$ cat config.mk
export PLATFORM = sky130hd
export DESIGN_NAME = branch_resolve_unit
export DESIGN_NICKNAME = d
export VERILOG_FILES = /design/src/rtl/bp_pkg.sv /design/src/rtl/br_meta_pipe.sv /design/src/rtl/branch_resolve_unit.sv
export SDC_FILE = /design/constraint.sdc
export NUM_CORES = 1
export LEC_CHECK = 0
export CELL_PAD_IN_SITES_DETAIL_PLACEMENT = 0
export CELL_PAD_IN_SITES_GLOBAL_PLACEMENT = 1
export CORE_ASPECT_RATIO = 0.8
export CORE_MARGIN = 2
export CORE_UTILIZATION = 34
export DETAILED_ROUTE_END_ITERATION = 10
export GPL_TIMING_DRIVEN = 1
export HOLD_SLACK_MARGIN = 0.02
export MAX_ROUTING_LAYER = met4
export PLACE_DENSITY = 0.8
export SLEW_MARGIN = 20
export SYNTH_ARGS = -nofsm -noshare
export SYNTH_HDL_FRONTEND = slang
export SYNTH_SLANG_ARGS = --single-unit
$ cat constraint.sdc
create_clock -name clk -period 3.4 [get_ports clk]
set_input_delay 0.85 -clock clk [delete_from_list [all_inputs] [get_ports clk]]
set_output_delay 0.85 -clock clk [all_outputs]
set_load 0.03 [all_outputs]
$ cat src/rtl/bp_pkg.sv
// bp_pkg: opcode classes, branch metadata entry and control-opcode helper for branch resolution
package bp_pkg;
    localparam logic [6:0] OP_BRANCH = 7'b1100011;
    localparam logic [6:0] OP_JAL    = 7'b1101111;
    localparam logic [6:0] OP_JALR   = 7'b1100111;
    typedef struct packed {
        logic        valid;
        logic [31:0] pc;
        logic [6:0]  opcode;
        logic        pred_br;
        logic [31:0] pred_target;
    } br_meta_t;
    function automatic logic is_ctrl(input logic [6:0] opcode);
        return opcode inside {OP_BRANCH, OP_JAL, OP_JALR};
    endfunction
endpackage

$ cat src/rtl/br_meta_pipe.sv
// br_meta_pipe: DEPTH-stage IF-to-EX metadata shift register with stall hold and flush
module br_meta_pipe
    import bp_pkg::*;
#(
    parameter int DEPTH = 2
) (
    input  logic     clk,
    input  logic     rst,
    input  logic     stall,
    input  logic     flush,
    input  br_meta_t if_meta,
    output br_meta_t ex_meta
);
    br_meta_t [DEPTH-1:0] st;
    // a flush kills whatever shifts into every stage, so the EX entry retires and nothing younger survives
    always_ff @(posedge clk) begin
        if (rst) begin
            st <= '0;
        end else if (!stall) begin
            st[0]       <= if_meta;
            st[0].valid <= if_meta.valid & ~flush;
            for (int i = 1; i < DEPTH; i++) begin
                st[i]       <= st[i-1];
                st[i].valid <= st[i-1].valid & ~flush;
            end
        end
    end
    assign ex_meta = st[DEPTH-1];
endmodule

$ cat src/rtl/branch_resolve_unit.sv
// branch_resolve_unit: EX-stage branch resolve, predictor update and redirect; perf counters under BP_PERF_CNT_EN
module branch_resolve_unit
    import bp_pkg::*;
#(
    parameter int DEPTH      = 2,
    parameter int PERF_WIDTH = 32
) (
    input  logic                  clk,
    input  logic                  rst,
    input  logic                  stall,
    input  logic                  if_valid,
    input  logic [31:0]           if_pc,
    input  logic [6:0]            if_opcode,
    input  logic                  if_pred_br,
    input  logic [31:0]           if_pred_target,
    input  logic                  ex_br_en,
    input  logic [31:0]           ex_target,
    output logic                  pred_ld,
    output logic [31:0]           write_pc,
    output logic                  cpu_br_en,
    output logic                  mispredict,
    output logic [31:0]           redirect_pc,
    output logic [PERF_WIDTH-1:0] perf_branches,
    output logic [PERF_WIDTH-1:0] perf_mispredicts
);
    br_meta_t ex;
    logic     is_br;
    logic     taken;
    br_meta_pipe #(.DEPTH(DEPTH)) u_pipe (
        .clk     (clk),
        .rst     (rst),
        .stall   (stall),
        .flush   (mispredict),
        .if_meta ('{if_valid, if_pc, if_opcode, if_pred_br, if_pred_target}),
        .ex_meta (ex)
    );
    assign is_br       = ex.valid & (ex.opcode == OP_BRANCH);
    assign taken       = ex.valid & is_ctrl(ex.opcode) & (!is_br | ex_br_en);
    assign cpu_br_en   = taken;
    assign write_pc    = ex.valid ? ex.pc : '0;
    assign redirect_pc = !ex.valid ? '0 : taken ? ex_target : ex.pc + 32'd4;
    assign pred_ld     = is_br & ~stall;
    assign mispredict  = ex.valid & ~stall &
                         ((ex.pred_br != taken) | (ex.pred_br & taken & (ex.pred_target != ex_target)));
`ifdef BP_PERF_CNT_EN
    always_ff @(posedge clk) begin
        if (rst) begin
            perf_branches    <= '0;
            perf_mispredicts <= '0;
        end else begin
            if (pred_ld && !(&perf_branches)) perf_branches <= perf_branches + 1'b1;
            if (mispredict && !(&perf_mispredicts)) perf_mispredicts <= perf_mispredicts + 1'b1;
        end
    end
`else
    assign perf_branches    = '0;
    assign perf_mispredicts = '0;
`endif
endmodule

=== Word-level counts from Yosys, hierarchy flattened ===
Index checks and enable logic that the tools add are counted.

* Add/subtract/negate cells: 1
* Bitwise gates (word level): 14
* Eq/ne operators: 5
* Reduce and logical (&&, ||, !) cells: 2
* Multiplexer cells: 3

{| class="wikitable"
|+ Operators by type and width
! cell !! number
|-
| two-way mux 32 bit || 3
|-
| adder 32 x 3 -> 32 bit, second input constant || 1
|-
| inequality test 32 bit || 1
|-
| equality test 7 bit, second input constant || 3
|-
| AND 1 bit || 10
|-
| nonzero test 3 bit || 1
|-
| inverter 1 bit || 2
|-
| bitwise OR 1 bit || 2
|-
| zero test 1 bit || 1
|-
| inequality test 1 bit || 1
|}

* Output and inout port bits: 131
* Bits in registers: 146
* Logic and storage cells: 35

=== Logic depth before layout (Yosys ltp) ===
* Word-level depth: 11
* Mapped depth: 10
* Mapped depth without buffers: 8

=== Modules after synthesis ===
Synthesis repeated with hierarchy kept, for this count alone.

* Cells, all modules: 856
* Area total of the unflattened synthesis: 7902.6 um2

{| class="wikitable"
|+ By module, submodules not included
! module !! area each (um2) !! cells each !! instances
|-
| br_meta_pipe || 5810.6 || 546 || 1
|-
| branch_resolve_unit || 2092.0 || 310 || 1
|}

=== Worst setup path after synthesis ===
Ideal clock, no wire load.

* Path kind: in2out
* From: input port ex_br_en
* To: output port mispredict
* Data required time: 2.550 ns
* Arrival: 2.477 ns
* Cell stages on the path: 7
* Path slack: 0.073 ns
* Path through: o21ba_1 o21ai_2 clkbuf_1 inv_2 ha_1 and2_1 o21ba_1

* Cells in the longest elaborated chain, start to end: 6

{| class="wikitable"
|+ RTL lines
! element !! line !! source
|-
| start: declaration || branch_resolve_unit.sv:16 || <nowiki>input logic ex_br_en,</nowiki>
|-
| bitwise OR 1 bit * || branch_resolve_unit.sv:38 || <nowiki>assign taken = ex.valid & is_ctrl(ex.opcode) & (!is_br | ex_br_en);</nowiki>
|-
| AND 1 bit * || branch_resolve_unit.sv:38 ||
|-
| via cpu_br_en || branch_resolve_unit.sv:20 || <nowiki>output logic cpu_br_en,</nowiki>
|-
| AND 1 bit (2 in series) || branch_resolve_unit.sv:44 || <nowiki>((ex.pred_br != taken) | (ex.pred_br & taken & (ex.pred_target != ex_target)));</nowiki>
|-
| bitwise OR 1 bit * || branch_resolve_unit.sv:44 ||
|-
| AND 1 bit * || branch_resolve_unit.sv:43 || <nowiki>assign mispredict = ex.valid & ~stall &</nowiki>
|-
| end: declaration || branch_resolve_unit.sv:21 || <nowiki>output logic mispredict,</nowiki>
|}

The timed path passes the listed nets; every way through them passes the cells marked *.

=== Final worst setup path ===
* From: input port ex_br_en
* To: output port mispredict

* Cells in the longest elaborated chain, start to end: 6

{| class="wikitable"
|+ RTL lines
! element !! line
|-
| bitwise OR 1 bit * || branch_resolve_unit.sv:38
|-
| AND 1 bit * || branch_resolve_unit.sv:38
|-
| AND 1 bit (2 in series) || branch_resolve_unit.sv:44
|-
| bitwise OR 1 bit * || branch_resolve_unit.sv:44
|-
| AND 1 bit * || branch_resolve_unit.sv:43
|}

Every way passes the cells marked *; elsewhere a longest branch is shown, timed or not.

==> metrics.md <==
| Metric | Value |
|---|---|
| Status | `completed` |
| Sequential area share after synthesis | `40.6%` |
| Final Hold Viols | `0` |
| Final core occ | `48.4%` |
| FF-to-FF End | `u_pipe.st[72]` |
| WHS | `between 400 and 500 ps` |
| Switching part of the total | `around a quarter` |
| H-tree lvl count | `4` |
| Grt ovf | `0` |
| Yosys cell types | `40` |
| Static leakage | `4.32 nW` |
| DRT iter0 DRCs | `311` |
| Final Max Slew Viols | `0` |
| CP Capture Type | `output port` |
| Mapped Area | `0.00720 sq mm` |
| Vias | `5670` |
| First-pass GRT wire length | `30800 um` |
| Vias/cell | `~4.5` |
| Flop pwr share | `around 45%` |
| Post-DP HPWL | `15000 um` |
| R2R depth | `8` |
| Worst EP required | `2550 ps` |
| WL final | `20600 um` |
| NumNets Final | `1093` |
| Placed cell areas | `slightly above 0.009 sq mm` |
| Initial antenna violation count | `1` |
| Commonest non-fill, non-tap cell in the layout | `nor2_1` |
| Crit path kind | `in2out` |
| Synth warnings | `0` |
| Port buffer count | `175` |
| GRT Total Usage | `18.6%` |
| Yosys reg bits | `146` |
| Core ar. | `0.0207 sq mm` |
| Clock transition at path regs | `approximately 60 ps` |
| Biggest cell delay along the critical path | `420 ps` |
| Net Sw Power | `~1.1 mW` |
| Clk buf depth | `2` |
| DP Cell Count | `1227` |
| Cells along the critical path | `clkdlybuf4s50_1 -> o21ba_4 -> o21ai_4 -> inv_2 -> ha_4 -> and2_4 -> o21ba_2 -> buf_6` |
| Mapped Cells | `785` |
| Post-DR wirelength/cell | `16.3 um` |
| Slowest stage cell on the critical path | `clkdlybuf4s50_1` |
| Clock power frac | `42.1%` |
| Clk_lat worst skew | `420 ps` |
| P per Cell Area | `415 mW/mm^2` |
| Critical path's top delay family | `buffers and inverters` |
| CP bufs+invs | `3` |
| Post-route antenna net violation count | `0` |
| CTS Buf Count | `17` |
| WHS Endpoint | `u_pipe.ex_meta[72]` |
| Setup tns final | `0 ps` |
| Fmax | `0.298 GHz` |
| Final clock skew | `approximately 6.9 ps` |
| Max IR drop VDD | `0.351 mV` |
| Max Cap Viol | `0` |
| FF-to-FF Start | `u_pipe.ex_meta[72]` |
| Hold path cells | `2` |
| Starting Density | `between 30% and 40%` |
| Total power draw | `4.16 mW` |
| Combinational group share of total power | `13.2%` |
| Pin count of the biggest net entering global routing | `149` |
| CTS root buf | `clkbuf_16` |
| Startpoint types | `input pin` |
| Full die area | `0.0224 sq mm` |
| HP Class | `reg2reg` |
| Average cell area after synthesis | `9.17 sq um` |
| Max-slew headroom | `roughly 29%` |
| Chip Height | `134 um` |
| Pre-CTS setup slack | `-100 ps` |
| Boundary pin count | `240` |
| Die W | `167 um` |
| DRC viols | `0` |
| Commonest cells after routing, fill and taps aside | `nor2_1, mux2i_1, dfxtp_1, clkdlybuf4s50_1, buf_4` |
| Cell Rows | `47` |
| # clock sinks | `146` |
| GP Congestion | `0.874` |
| Final worst slack | `about 45 ps` |
| Finished layout cell area | `0.0100 sq mm` |
| Min Tclk post-route | `3360 ps` |
| Crit path DAT | `2510 ps` |
| Slew @ Worst Pin | `1070 ps` |
| CP Max Fanout | `3` |
| Post-Layout Cell Count | `1265` |
| Vias in the first global route | `5350` |
| Final setup violating endpoints | `0` |
| Pint | `3.07 mW` |
| Crit path depth | `8` |
| Hold_sp | `u_pipe.st[72]` |
| Area Overhead vs Synth | `39.4%` |
| Flop2flop setup slack | `between 1000 and 1500 ps` |
| First-pass DRT Iterations | `4` |
| Tcrit/Tclk final | `98.7%` |
| CTS tree | `built` |
| Layout cells sized above 1 | `14.0%` |
[metal layers]
metal / up-vias / wire length, um / GRT usage [%]
li1: 2907 / - / -
met1: 2615 / 9920 / 24.2
met2: 131 / 9170 / 28.0
met3: 17 / 1130 / 5.78
met4: 0 / 336 / 5.08
met5: - / 0 / -
[synth_stat cells, drive strengths merged]
cell      n  area, sq um
nor4      3         18.8
dfxtp   146         2920
nand2b    1         6.26
a21oi    20          104
clkbuf   30          113
nor2    165          619
xnor2    41          359
o21ai    20          104
o21ba     2         20.0
and2     32          200
buf      83          583
xor2     19          166
nand3    14         80.1
ha        2         25.0
nor3      5         52.6
nand2    12         45.0
o22ai     1         6.26
a211oi   10         80.1
nor4b     1         8.76
or4b      1         10.0
and3      4         25.0
nand4    16          115
and4      2         17.5
nand3b    2         15.0
conb      1         3.75
mux2i   147         1470
o41ai     1         8.76
inv       4         15.0
[area by class of cell]
class | count | area, sq um
Timing Repair Buffer | 228 | 2340
Multi-Input combinational cell | 585 | 3850
Clock inverter | 10 | 76.3
Clock buffer | 22 | 484
Fill cell | 1975 | 10700
Sequential cell | 146 | 2920
Antenna cell | 1 | 2.50
Inverter | 4 | 15.0
Tap cell | 269 | 337
[sequential cells by signal (all words and copies together), names as in the netlist]
signal          cells
u_pipe.st          73
u_pipe.ex_meta     73
[cells by family after synthesis]
kind of cell / Yosys count / synth area share [%]
DFF: 146 / 40.6
other: 1 / 0.0521
and+or+nand+nor: 258 / 16.9
muxes: 147 / 20.4
adders and majority gates: 2 / 0.348
buffers and inverters: 117 / 9.88
xor gates and xnor gates: 60 / 7.30
AOI/OAI and AO/OA: 54 / 4.49
[timing repair]
action	in CTS	in global routing
hold buffers	0	0
pin swaps	1	6
resized for setup	4	15
cloned	0	1
endpoints found under the setup margin	1	24
setup buffers	0	4
[worst max-delay path by stage]
stage	to	slack [ps]	from
final	mispredict	40	ex_br_en
after detailed placement	mispredict	-100	ex_target[27]
after global placement	mispredict	-110	ex_target[27]
after CTS	mispredict	0.2	ex_target[0]
after floorplan	mispredict	70	ex_br_en
after global routing	mispredict	-5	ex_br_en
[power groups by stage]
stage               Clock (mW)  Combinational (mW)  Sequential, mW
floorplan                    0               0.392            1.87
finish                    1.75               0.551            1.86
detailed placement           0               0.552            1.89
CTS                       1.80               0.554            1.85
global placement             0               0.547            1.89
global route              1.88               0.595            1.87
[worst reg2reg max path: stages, from the launching register on]
cell and delay, ps:
dfxtp_2 490, nand3_1 160, nor2_1 220, o21ai_4 120
inv_2 100, ha_4 200, and2_4 160, or4b_1 480
o22ai_1 140
(Power assumes the default switching activity.)
